**src/rtl/uart_rx_if.sv**
```systemverilog
// UART receiver port bundle: serial line in, parallel word and
// status pulses out toward the receive FIFO.
interface uart_rx_if #(
  parameter int DATA_BITS = 8
);
  logic                 Rx;
  logic [DATA_BITS-1:0] Rx_Data;
  logic                 Data_Rdy;
  logic                 Parity_Err;
  logic                 Frame_Err;
  logic                 Rx_Busy;

  modport slave (
    input  Rx,
    output Rx_Data,
    output Data_Rdy,
    output Parity_Err,
    output Frame_Err,
    output Rx_Busy
  );

  modport master (
    output Rx,
    input  Rx_Data,
    input  Data_Rdy,
    input  Parity_Err,
    input  Frame_Err,
    input  Rx_Busy
  );
endinterface

```
**src/rtl/uart_rx.sv**
```systemverilog
// UART receiver: start qualification, mid-bit sampling, optional
// parity and stop checks; only clean frames raise Data_Rdy.
module uart_rx #(
  parameter int DATA_BITS    = 8,
  parameter int CLKS_PER_BIT = 16,
  parameter int PARITY_EN    = 0,
  parameter int PARITY_ODD   = 0
) (
  input  logic    clk,
  input  logic    rst_n,
  uart_rx_if.slave bus
);
  localparam int CW = $clog2(CLKS_PER_BIT);
  localparam int BW = $clog2(DATA_BITS + 1);

  localparam logic [CW-1:0] HALF = CW'(CLKS_PER_BIT / 2 - 1);
  localparam logic [CW-1:0] FULL = CW'(CLKS_PER_BIT - 1);
  localparam logic [BW-1:0] LAST = BW'(DATA_BITS - 1);
  localparam logic          ODD  = (PARITY_ODD != 0);
  localparam logic          PEN  = (PARITY_EN != 0);

  typedef enum logic [2:0] {
    S_IDLE,
    S_START,
    S_DATA,
    S_PARITY,
    S_STOP,
    S_BREAK
  } state_e;

  state_e               state_q;
  logic [1:0]           sync_q;
  logic [CW-1:0]        cnt_q;
  logic [BW-1:0]        bits_q;
  logic [DATA_BITS-1:0] sr_q;
  logic [DATA_BITS-1:0] data_q;
  logic                 pflag_q;
  logic                 rdy_q;
  logic                 perr_q;
  logic                 ferr_q;
  logic                 rx_s;

  assign rx_s = sync_q[1];

  always_ff @(posedge clk) begin
    if (!rst_n) begin
      state_q <= S_IDLE;
      sync_q  <= 2'b11;
      cnt_q   <= '0;
      bits_q  <= '0;
      sr_q    <= '0;
      data_q  <= '0;
      pflag_q <= 1'b0;
      rdy_q   <= 1'b0;
      perr_q  <= 1'b0;
      ferr_q  <= 1'b0;
    end else begin
      sync_q <= {sync_q[0], bus.Rx};
      rdy_q  <= 1'b0;
      perr_q <= 1'b0;
      ferr_q <= 1'b0;
      cnt_q  <= cnt_q + 1'b1;
      unique case (state_q)
        S_IDLE: begin
          cnt_q <= '0;
          if (!rx_s) state_q <= S_START;
        end
        S_START: begin
          if (cnt_q == HALF) begin
            cnt_q   <= '0;
            bits_q  <= '0;
            pflag_q <= 1'b0;
            state_q <= rx_s ? S_IDLE : S_DATA;
          end
        end
        S_DATA: begin
          if (cnt_q == FULL) begin
            cnt_q  <= '0;
            sr_q   <= {rx_s, sr_q[DATA_BITS-1:1]};
            bits_q <= bits_q + 1'b1;
            if (bits_q == LAST)
              state_q <= PEN ? S_PARITY : S_STOP;
          end
        end
        S_PARITY: begin
          if (cnt_q == FULL) begin
            cnt_q   <= '0;
            pflag_q <= (^sr_q) ^ rx_s ^ ODD;
            state_q <= S_STOP;
          end
        end
        S_STOP: begin
          if (cnt_q == FULL) begin
            cnt_q <= '0;
            if (rx_s) begin
              if (pflag_q) begin
                perr_q <= 1'b1;
              end else begin
                data_q <= sr_q;
                rdy_q  <= 1'b1;
              end
              state_q <= S_IDLE;
            end else begin
              // a low stop bit may be a break; hold until the line recovers
              ferr_q  <= 1'b1;
              perr_q  <= pflag_q;
              state_q <= S_BREAK;
            end
          end
        end
        S_BREAK: begin
          cnt_q <= '0;
          if (rx_s) state_q <= S_IDLE;
        end
        default: state_q <= S_IDLE;
      endcase
    end
  end

  assign bus.Rx_Data    = data_q;
  assign bus.Data_Rdy   = rdy_q;
  assign bus.Parity_Err = perr_q;
  assign bus.Frame_Err  = ferr_q;
  assign bus.Rx_Busy    = (state_q != S_IDLE);
endmodule
```
**src/flat_wrapper.sv**
```systemverilog
// flat-port wrapper written by rule: the top's interface ports become plain ports
module uart_rx_flat 
#(
  parameter int DATA_BITS    = 8,
  parameter int CLKS_PER_BIT = 16,
  parameter int PARITY_EN    = 0,
  parameter int PARITY_ODD   = 0
)
  (clk, rst_n, bus_Rx, bus_Rx_Data, bus_Data_Rdy, bus_Parity_Err, bus_Frame_Err, bus_Rx_Busy);
  uart_rx_if #(.DATA_BITS(DATA_BITS)) bus_i ();
  input  logic clk;
  input  logic rst_n;
  input wire logic [$bits(bus_i.Rx)-1:0] bus_Rx;
  output wire logic [$bits(bus_i.Rx_Data)-1:0] bus_Rx_Data;
  output wire logic [$bits(bus_i.Data_Rdy)-1:0] bus_Data_Rdy;
  output wire logic [$bits(bus_i.Parity_Err)-1:0] bus_Parity_Err;
  output wire logic [$bits(bus_i.Frame_Err)-1:0] bus_Frame_Err;
  output wire logic [$bits(bus_i.Rx_Busy)-1:0] bus_Rx_Busy;
  assign bus_i.Rx = bus_Rx;
  assign bus_Rx_Data = bus_i.Rx_Data;
  assign bus_Data_Rdy = bus_i.Data_Rdy;
  assign bus_Parity_Err = bus_i.Parity_Err;
  assign bus_Frame_Err = bus_i.Frame_Err;
  assign bus_Rx_Busy = bus_i.Rx_Busy;
  uart_rx #(.DATA_BITS(DATA_BITS), .CLKS_PER_BIT(CLKS_PER_BIT), .PARITY_EN(PARITY_EN), .PARITY_ODD(PARITY_ODD)) u_core (.clk(clk), .rst_n(rst_n), .bus(bus_i));
endmodule
```
**config.mk**
```make
export PLATFORM = sky130hd
export DESIGN_NAME = uart_rx_flat
export DESIGN_NICKNAME = d
export VERILOG_FILES = /design/src/rtl/uart_rx_if.sv /design/src/rtl/uart_rx.sv /design/src/flat_wrapper.sv
export SDC_FILE = /design/constraint.sdc
export NUM_CORES = 1
export LEC_CHECK = 0
export BUFFER_PORTS_ARGS = -buffer_cell sky130_fd_sc_hd__buf_2
export CELL_PAD_IN_SITES_DETAIL_PLACEMENT = 0
export CELL_PAD_IN_SITES_GLOBAL_PLACEMENT = 2
export CORE_MARGIN = 3
export CORE_UTILIZATION = 35
export DETAILED_ROUTE_END_ITERATION = 7
export PLACE_DENSITY = 0.87
export SKIP_LAST_GASP = 1
export SLEW_MARGIN = 0
export SYNTH_ARGS = -nofsm -noshare
export SYNTH_HDL_FRONTEND = slang
export SYNTH_SLANG_ARGS = --single-unit
```
**constraint.sdc**
```tcl
create_clock -name clk -period 2.5 [get_ports clk]
set_clock_uncertainty 0.15 [all_clocks]
set_input_delay 0.5 -clock clk [delete_from_list [all_inputs] [get_ports clk]]
set_output_delay 0.5 -clock clk [all_outputs]
set_load 0.02 [all_outputs]
```
==> results.json, run 1 <==
{
  "cp_top_family": "flip-flops",
  "num_io_pins": 15,
  "worst-path-max-fanout": 12,
  "synth_area_leaders": "sky130_fd_sc_hd__dfxtp_1 43%, sky130_fd_sc_hd__nand2_1 5.4%, sky130_fd_sc_hd__mux2i_1 5.3%, sky130_fd_sc_hd__nor2_1 3.7%, sky130_fd_sc_hd__xnor2_1 3.4%",
  "post_drt_wl_per_cell_um": 12.5,
  "coreArea_um2": 4120,
  "synth_largest_area_cell": "sky130_fd_sc_hd__dfxtp_1",
  "run_status": "finished, final reports clean",
  "cts-root-to-sink-buffers": 2,
  "crit_chain": "buf_4 -> nor2_1 -> nand2_1 -> buf_2",
  "critical_path_required_ps": 1850,
  "critical_path.max_stage_delay_ps": 570,
  "syn-instance-count": 168,
  "synth-warning-count": 0,
  "synth_edf_count": 0,
  "tritoncts_clock_tree": "yes",
  "insertion_delay_ps": 280,
  "post_cts_hold_buffer_count": 0,
  "share_seq_of_total_power_pct": 49.3,
  "fraction_of_layout_cells_with_a_size_suffix_above_1_pct": 16.1,
  "grt_util_met1_pct": 15.5,
  "worst-path-stages": 4,
  "worst_setup_path_endpoint": "bus_Rx_Busy",
  "r2r_cells": 5,
  "dr.first_iter.drc_count": 43,
  "global_route.usage.total_pct": 12.2,
  "ys_types": 43,
  "r2r-start": "u_core.cnt_q[0]$_SDFF_PN0_",
  "worstSetupStartpointType": "flop",
  "cellPowerDensity_nw_per_um2": 629,
  "cp_slowest_cell": "sky130_fd_sc_hd__dfxtp_1",
  "post_synth.cell_area_avg_um2": 9.08,
  "numClockSinks": 33,
  "number_of_global_route_vias_before_repair": 1080,
  "capture_instance_of_the_worst_register_to_register_path": "u_core.state_q[0]$_SDFFE_PN0P_",
  "grt.met3_usage_pct": 2.91,
  "cts-root-buf": "sky130_fd_sc_hd__clkbuf_8",
  "die-area_um2": 5190,
  "ys.flop_type": "sky130_fd_sc_hd__dfxtp_1",
  "criticalPathCategory": "reg -> out",
  "numCtsBuffers": 5,
  "power_report.internal_total_mw": 0.867,
  "fp.dieW_um": 72.0,
  "drv_cap": 0,
  "p_clk_share_pct": 47.8,
  "post_cts_resized": 0,
  "ys_async_sr_fraction_pct": 0,
  "finalSetupViolations": 0,
  "synth.top_cell.area_share_pct": 43.3,
  "report.final.slew_viol_count": 0,
  "fin_nets": 184,
  "max_slew.worst_pin.slew_ps": 511,
  "routed_wl_um": 2880,
  "drcViolationCount": 0,
  "route.antenna.remaining_nets": 0,
  "dp_worst_setup_slack_ps": 627,
  "tns_ps": 0,
  "timing.final.crit_share_pct": 81.7,
  "globalRouteOverflowTotal": 0,
  "yosysSeqAreaShare_pct": 43.3,
  "finalWorstPathRequiredPeriod_ps": 2040,
  "starting_density_of_the_core_pct": 37.1,
  "rsz0062_at_grt": "no",
  "mappedNetlistArea_um2": 1530,
  "rrSetupSlack_ps": 620,
  "busiest_layer": "met2",
  "grt_first_pass_wirelength_um": 4960,
  "fp-row-count": 23,
  "largest_voltage_drop_on_the_vdd_net_uv": 254,
  "switch_share_pct": 19.9,
  "maximum_number_of_pins_on_one_net_before_global_route_repair": 21,
  "post-cts-setup-buffer-count": 0,
  "timing.final.ws_setup_ps": 456,
  "antenna_found_initial": 0,
  "ys_seq_elements": 33,
  "diodes": 0,
  "hpwlAfterDp_um": 1980,
  "drt-pass1-iter-count": 3,
  "hold_path.class": "in -> reg",
  "detailroute.via_count": 1140,
  "routabilityCongestion": 0.826,
  "cts.clk_slew.worst_paths_ps": 70,
  "power.share.combinational_pct": 2.9,
  "ctsHtreeMaxLevel": 2,
  "startpoint": "u_core.state_q[1]$_SDFFE_PN0P_",
  "timing.critical_path.buf_inv": 2,
  "gr-usage-met2_pct": 18.7,
  "arrival_ps": 1390,
  "portBuffers": 14,
  "leakagePower_nw": 0.747,
  "area_delta_synth_final_pct": 13.0,
  "max-slew-margin-rel_pct": 65.9,
  "timing.critical_path.to_type": "primary output",
  "viasPerCell": 4.96,
  "final-hold-violation-count": 0,
  "p_sw_mw": 0.216,
  "die_y_um": 72.0,
  "fmax_ghz": 0.489,
  "synth_nets": 173
}
==> per-stage QoR <==
stage | hold WS [ps] | cells | cell area, um2 | utilization [%] | total power, mW
after floorplan | 236 | 168 | 1530 | - | 0.569
after global placement | 243 | 222 | 1610 | 39.0 | 0.577
after detailed placement | 241 | 222 | 1610 | 39.0 | 0.578
after CTS | 242 | 230 | 1720 | 41.9 | 1.10
after global routing | 257 | 230 | 1720 | 41.9 | 1.12
final | 247 | 230 | 1720 | 41.9 | 1.08
==> cells by family after synthesis <==
| group | synth area share (%) |
|---|---|
| compound gates | 15.1 |
| buf+inv | 5.33 |
| fa+ha+maj | 1.64 |
| simple gates | 22.7 |
| flops | 43.3 |
| xor+xnor | 6.64 |
| mux | 5.25 |
==> metal layers <==
metal,up-vias,wire (um)
li1,597,-
met1,518,1410
met2,17,1320
met3,8,75
met4,0,74
met5,-,0
==> cell usage after synthesis, types with 2 or more instances <==
cell and instances:
sky130_fd_sc_hd__a21boi_1 3, sky130_fd_sc_hd__a21oi_1 10, sky130_fd_sc_hd__a31oi_1 3, sky130_fd_sc_hd__and2_1 4, sky130_fd_sc_hd__and3_1 2, sky130_fd_sc_hd__buf_2 5
sky130_fd_sc_hd__buf_6 2, sky130_fd_sc_hd__clkbuf_1 4, sky130_fd_sc_hd__dfxtp_1 33, sky130_fd_sc_hd__ha_1 2, sky130_fd_sc_hd__inv_1 2, sky130_fd_sc_hd__mux2i_1 8
sky130_fd_sc_hd__nand2_1 22, sky130_fd_sc_hd__nand2b_1 4, sky130_fd_sc_hd__nand3_1 6, sky130_fd_sc_hd__nand3b_1 2, sky130_fd_sc_hd__nand4_1 3, sky130_fd_sc_hd__nor2_1 15
sky130_fd_sc_hd__nor2b_1 3, sky130_fd_sc_hd__nor3_1 2, sky130_fd_sc_hd__o21a_1 3, sky130_fd_sc_hd__o21ai_0 2, sky130_fd_sc_hd__xnor2_1 6, sky130_fd_sc_hd__xor2_1 3
==> worst min-delay path by stage <==
stage / from / endpoint / slack (ps) / cells after the start
4_1_cts: bus_Rx / u_core.sync_q[0]$_SDFF_PN1_ / 240 / 2
5_1_grt: bus_Rx / u_core.sync_q[0]$_SDFF_PN1_ / 260 / 2
2_1_floorplan: u_core.sync_q[0]$_SDFF_PN1_ / u_core.sync_q[1]$_SDFF_PN1_ / 240 / 1
3_3_place_gp: u_core.sync_q[0]$_SDFF_PN1_ / u_core.sync_q[1]$_SDFF_PN1_ / 240 / 1
6_report: bus_Rx / u_core.sync_q[0]$_SDFF_PN1_ / 250 / 2
3_5_place_dp: u_core.sync_q[0]$_SDFF_PN1_ / u_core.sync_q[1]$_SDFF_PN1_ / 240 / 1
==> power by group through the flow <==
stage	Clock, mW	Combinational (mW)	Sequential, mW
finish	0.518	0.0313	0.535
global route	0.553	0.0351	0.535
CTS	0.533	0.0317	0.534
detailed placement	0	0.0317	0.546
global placement	0	0.0314	0.546
floorplan	0	0.0268	0.543
==> area by class of cell <==
| cell class | instances | area [um2] |
|---|---|---|
| Fill cell | 407 | 2390 |
| Multi-Input combinational cell | 120 | 783 |
| Sequential cell | 33 | 661 |
| Timing Repair Buffer | 17 | 92.6 |
| Clock buffer | 7 | 86.3 |
| Tap cell | 50 | 62.6 |
| Clock inverter | 1 | 30.0 |
| Inverter | 2 | 7.51 |
==> registers in the layout, indices dropped and copies added, names as in the netlist, 2 cells and up <==
signal,flops
u_core.bits_q,4
u_core.bus.Rx_Data,8
u_core.sr_q,8
u_core.sync_q,2
u_core.state_q,3
u_core.cnt_q,4
==> cell usage in the layout, fill, tap and decap left out, types with 4 or more instances in the layout <==
| cell | instances |
|---|---|
| sky130_fd_sc_hd__dfxtp_1 | 33 |
| sky130_fd_sc_hd__a21oi_1 | 10 |
| sky130_fd_sc_hd__xnor2_1 | 6 |
| sky130_fd_sc_hd__and2_1 | 4 |
| sky130_fd_sc_hd__mux2i_1 | 8 |
| sky130_fd_sc_hd__buf_2 | 14 |
| sky130_fd_sc_hd__nor2_1 | 15 |
| sky130_fd_sc_hd__nand3_1 | 6 |
| sky130_fd_sc_hd__nand2_1 | 22 |
| sky130_fd_sc_hd__nand2b_1 | 4 |
| sky130_fd_sc_hd__clkbuf_8 | 6 |
(Power assumes the default switching activity.)
==> run 2, diff against run 1 <==
==> constraint.sdc (replaced) <==
create_clock -name clk -period 1.95 [get_ports clk]
set_clock_uncertainty 0.15 [all_clocks]
set_input_delay 0.39 -clock clk [delete_from_list [all_inputs] [get_ports clk]]
set_output_delay 0.39 -clock clk [all_outputs]
set_load 0.02 [all_outputs]
==> run 2 against run 1 <==
Largest power group unchanged. First-iteration DRC count shrank 37%. Via count grew 3.1%. Worst hold slack lost 110 ps. Sequential power grew 27%. Final area grew 1.5%. Routed wire length grew 5.8%. Clock power shrank 6.2%. Total power grew 12%. Highest routed layer unchanged.
==> results.json, run 2 (synthesized netlist as in run 1, its figures left out) <==
{
  "run_status": "finished, final reports clean",
  "fraction_of_layout_cells_with_a_size_suffix_above_1_pct": 21.0,
  "timing.final.crit_share_pct": 90.7,
  "post_cts_hold_buffer_count": 0,
  "number_of_global_route_vias_before_repair": 1162,
  "p_sw_mw": 0.271,
  "drt-pass1-iter-count": 4,
  "design_area_um2": 1750,
  "rsz0062_at_grt": "no",
  "num_io_pins": 15,
  "post_drt_wl_per_cell_um": 12.9,
  "mostFrequentLayoutCells": "32 x sky130_fd_sc_hd__dfxtp_1, 22 x sky130_fd_sc_hd__nand2_1, 15 x sky130_fd_sc_hd__nor2_1, 14 x sky130_fd_sc_hd__buf_2, 10 x sky130_fd_sc_hd__a21oi_1",
  "fp.dieW_um": 72.0,
  "die_y_um": 72.0,
  "maximum_number_of_pins_on_one_net_before_global_route_repair": 14,
  "switch_share_pct": 22.3,
  "tritoncts_clock_tree": "yes",
  "cellPowerDensity_nw_per_um2": 695,
  "largest_voltage_drop_on_the_vdd_net_uv": 303,
  "insertion_delay_ps": 280,
  "routed_wl_um": 3040,
  "max_slew.worst_pin.slew_ps": 431,
  "criticalPathCategory": "reg -> out",
  "report.final.slew_viol_count": 0,
  "finalSetupViolations": 0,
  "global_route.usage.total_pct": 12.7,
  "final-hold-violation-count": 0,
  "portBuffers": 14,
  "place_area_um2": 1650,
  "numClockSinks": 33,
  "route.antenna.remaining_nets": 0,
  "coreArea_um2": 4120,
  "hold_path.class": "in -> reg",
  "power.share.combinational_pct": 4.0,
  "cts-root-buf": "sky130_fd_sc_hd__clkbuf_8",
  "diodes": 0,
  "drcViolationCount": 0,
  "fmax_ghz": 0.565,
  "arrival_ps": 1230,
  "hpwlAfterDp_um": 2150,
  "fin_nets": 190,
  "critical_path_required_ps": 1410,
  "finalWorstPathRequiredPeriod_ps": 1770,
  "power_report.internal_total_mw": 0.945,
  "leakagePower_nw": 0.762,
  "worstSetupStartpointType": "flop",
  "max-slew-margin-rel_pct": 71.2,
  "viasPerCell": 4.98,
  "layout.cells.most_common": "sky130_fd_sc_hd__dfxtp_1",
  "die-area_um2": 5190,
  "antenna_found_initial": 0,
  "starting_density_of_the_core_pct": 37.1,
  "detailroute.via_count": 1175,
  "globalRouteOverflowTotal": 0,
  "share_seq_of_total_power_pct": 56.1,
  "timing.critical_path.to_type": "primary output",
  "ctsHtreeMaxLevel": 2,
  "fp-row-count": 23,
  "grt_first_pass_wirelength_um": 5190,
  "worst-path-max-fanout": 9,
  "cts.clk_slew.worst_paths_ps": 70,
  "tns_ps": 0,
  "numCtsBuffers": 5,
  "post-cts-setup-buffer-count": 0,
  "drv_cap": 0,
  "dr.first_iter.drc_count": 27,
  "area_delta_synth_final_pct": 14.7,
  "cts-root-to-sink-buffers": 2,
  "p_clk_share_pct": 40.0,
  "routabilityCongestion": 0.777
}
-- run 2: final cells by class --
| cell class | instances | area [um2] |
|---|---|---|
| clock inverter | 2 | 10.0 |
| fill | 417 | 2370 |
| tap | 50 | 62.6 |
| inverter | 2 | 7.51 |
| timing repair buffer | 23 | 138 |
| clock buffer | 6 | 72.6 |
| sequential | 33 | 662 |
| multi-input combinational | 120 | 797 |
-- run 2: worst paths after layout --
check	startpoint	cells after the start	endpoint	slack, ps
worst max-delay path	u_core.state_q[0]$_SDFFE_PN0P_	4	bus_Rx_Busy	180
worst min-delay path	bus_Rx	2	u_core.sync_q[0]$_SDFF_PN1_	140
worst max register to register	u_core.cnt_q[0]$_SDFF_PN0_	5	u_core.state_q[2]$_SDFFE_PN0P_	180
worst min register to register	u_core.sync_q[0]$_SDFF_PN1_	1	u_core.sync_q[1]$_SDFF_PN1_	270
-- run 2: power groups by stage --
stage          registers (mW)  logic, mW  clock network (mW)
6_report                0.682     0.0483               0.486
3_3_place_gp            0.697     0.0472                   0
4_1_cts                 0.681     0.0479               0.508
3_5_place_dp            0.697     0.0479                   0
2_1_floorplan           0.696     0.0343                   0
5_1_grt                 0.682     0.0527               0.533
-- run 2: what timing repair did --
item                                    in CTS  in global routing
endpoints found under the hold margin        0                  0
resized for setup                            0                  4
endpoints found under the setup margin       0                  3
-- run 2: critical path, cell delays in order, from the launching register on --
cell and delay [ps]:
sky130_fd_sc_hd__dfxtp_1 340, sky130_fd_sc_hd__buf_4 180, sky130_fd_sc_hd__nor2_1 180, sky130_fd_sc_hd__nand2_1 90
sky130_fd_sc_hd__buf_2 160
-- run 2: metrics by stage --
stage,hold WS (ps),utilization (%),power (mW),cells,setup slack (ps)
final,140,42.5,1.22,236,181
after CTS,131,42.1,1.24,236,71.5
after floorplan,236,-,0.730,168,154
after global routing,130,42.5,1.27,236,77.6
after detailed placement,257,40.1,0.745,228,95.6
after global placement,243,40.1,0.744,228,183
-- run 2: metal layers --
layer,wire [um],vias to the layer above,track usage (%)
li1,-,608,-
met1,1440,537,15.5
met2,1410,21,19.6
met3,120,9,4.16
met4,76,0,7.52
met5,0,-,0
==> run 3, diff against run 2 <==
--- a/config.mk
+++ b/config.mk
@@ -8,7 +8,7 @@
 export BUFFER_PORTS_ARGS = -buffer_cell sky130_fd_sc_hd__buf_2
 export CELL_PAD_IN_SITES_DETAIL_PLACEMENT = 0
 export CELL_PAD_IN_SITES_GLOBAL_PLACEMENT = 2
-export CORE_MARGIN = 3
+export CORE_MARGIN = 4
 export CORE_UTILIZATION = 35
 export DETAILED_ROUTE_END_ITERATION = 7
 export PLACE_DENSITY = 0.87
==> constraint.sdc (replaced) <==
create_clock -name clk -period 1.9 [get_ports clk]
set_clock_uncertainty 0.15 [all_clocks]
set_input_delay 0.38 -clock clk [delete_from_list [all_inputs] [get_ports clk]]
set_output_delay 0.38 -clock clk [all_outputs]
set_load 0.02 [all_outputs]
==> run 3 against run 2 <==
Worst setup slack got worse by 52 ps. First-iteration DRC count is 140% higher. Critical path type is now reg -> reg. Largest cell class unchanged. Largest power group unchanged. Via count fell by 0.26%.
==> results.json, run 3 (synthesized netlist as in run 1, its figures left out) <==
{
  "criticalPathCategory": "reg -> reg",
  "numClockSinks": 33,
  "tns_ps": 0,
  "ctsHtreeMaxLevel": 2,
  "post-cts-setup-buffer-count": 0,
  "finalWorstPathRequiredPeriod_ps": 1770,
  "cp_top_family": "compound AO/OA/AOI/OAI gates",
  "worst-path-max-fanout": 8,
  "hpwlAfterDp_um": 2120,
  "layout.cells.most_common": "sky130_fd_sc_hd__dfxtp_1",
  "number_of_global_route_vias_before_repair": 1184,
  "run_status": "finished, final reports clean",
  "busiest_layer": "met2",
  "leakagePower_nw": 0.762,
  "cts-root-to-sink-buffers": 2,
  "place_area_um2": 1650,
  "cts-root-buf": "sky130_fd_sc_hd__clkbuf_8",
  "fmax_ghz": 0.565,
  "globalRouteOverflowTotal": 0,
  "die-area_um2": 5480,
  "grt_util_met1_pct": 15.7,
  "area_delta_synth_final_pct": 14.9,
  "crit_chain": "ha_2 -> nand3b_1 -> a211o_1 -> a311oi_1 -> o211a_1",
  "cts.clk_slew.worst_paths_ps": 70,
  "detailroute.via_count": 1172,
  "final-hold-violation-count": 0,
  "report.final.slew_viol_count": 0,
  "cp_slowest_cell": "sky130_fd_sc_hd__dfxtp_1",
  "rsz0062_at_grt": "no",
  "maximum_number_of_pins_on_one_net_before_global_route_repair": 14,
  "diodes": 0,
  "cellPowerDensity_nw_per_um2": 717,
  "grt_first_pass_wirelength_um": 5190,
  "hold_path.class": "in -> reg",
  "fraction_of_layout_cells_with_a_size_suffix_above_1_pct": 22.0,
  "routed_wl_um": 2950,
  "max-slew-margin-rel_pct": 76.1,
  "arrival_ps": 1850,
  "dr.first_iter.drc_count": 64,
  "fp-row-count": 23,
  "insertion_delay_ps": 280,
  "num_io_pins": 15,
  "finalSetupViolations": 0,
  "fin_nets": 190,
  "drcViolationCount": 0,
  "post_cts_resized": 0,
  "starting_density_of_the_core_pct": 37.1,
  "timing.final.crit_share_pct": 93.2,
  "drv_cap": 0,
  "timing.critical_path.to_type": "flop",
  "fp.dieW_um": 74.0,
  "gr-usage-met2_pct": 17.7,
  "timing.critical_path.buf_inv": 0,
  "grt.met3_usage_pct": 3.38,
  "critical_path_required_ps": 1980,
  "design_area_um2": 1750,
  "largest_voltage_drop_on_the_vdd_net_uv": 332,
  "tritoncts_clock_tree": "yes",
  "global_route.usage.total_pct": 12.4,
  "post_drt_wl_per_cell_um": 12.5,
  "critical_path.max_stage_delay_ps": 360,
  "antenna_found_initial": 0,
  "mostFrequentLayoutCells": "31 x sky130_fd_sc_hd__dfxtp_1, 22 x sky130_fd_sc_hd__nand2_1, 14 x sky130_fd_sc_hd__nor2_1, 14 x sky130_fd_sc_hd__buf_2, 10 x sky130_fd_sc_hd__a21oi_1",
  "coreArea_um2": 4120,
  "die_y_um": 74.0,
  "viasPerCell": 4.97,
  "worstSetupStartpointType": "flop",
  "portBuffers": 14,
  "route.antenna.remaining_nets": 0,
  "routabilityCongestion": 0.819,
  "post-layout-total-power_mw": 1.26,
  "max_slew.worst_pin.slew_ps": 354,
  "numCtsBuffers": 5,
  "post_cts_hold_buffer_count": 0,
  "drt-pass1-iter-count": 4
}
==> run 3: final timing paths <==
path / to / slack (ps) / startpoint / cells past startpoint
worst max-delay path: u_core.state_q[0]$_SDFFE_PN0P_ / 130 / u_core.cnt_q[0]$_SDFF_PN0_ / 5
worst min-delay path: u_core.sync_q[0]$_SDFF_PN1_ / 130 / bus_Rx / 2
worst min register to register: u_core.sync_q[1]$_SDFF_PN1_ / 270 / u_core.sync_q[0]$_SDFF_PN1_ / 1
worst max register to register: u_core.state_q[0]$_SDFFE_PN0P_ / 130 / u_core.cnt_q[0]$_SDFF_PN0_ / 5
==> run 3: layer usage <==
layer / wire length, um / vias up
li1: - / 611
met1: 1410 / 533
met2: 1330 / 24
met3: 133 / 4
met4: 72 / 0
met5: 0 / -
==> run 3: final cells by class <==
class,count,area [um2]
clock buffers,6,72.6
repair buffers,23,138
clock inverters,2,10.0
well taps,50,62.6
flip-flops and latches,33,663
multi-input cells,120,800
fillers,412,2360
inverters,2,7.51
==> run 3: power by group <==
part	total [mW]	internal [mW]	switching, mW
Sequential	0.700	0.696	0.00417
Clock	0.505	0.254	0.252
Combinational	0.0508	0.0223	0.0284
==> run 3: per-stage QoR <==
step                      hold WS, ps  std cells  setup WS, ps  util [%]
after floorplan                   236        168           104         -
after global placement            243        228           134      40.1
after detailed placement          255        228          34.4      40.1
after CTS                         117        236          17.0      42.1
after global routing              142        236          7.88      42.6
final                             128        236           129      42.6
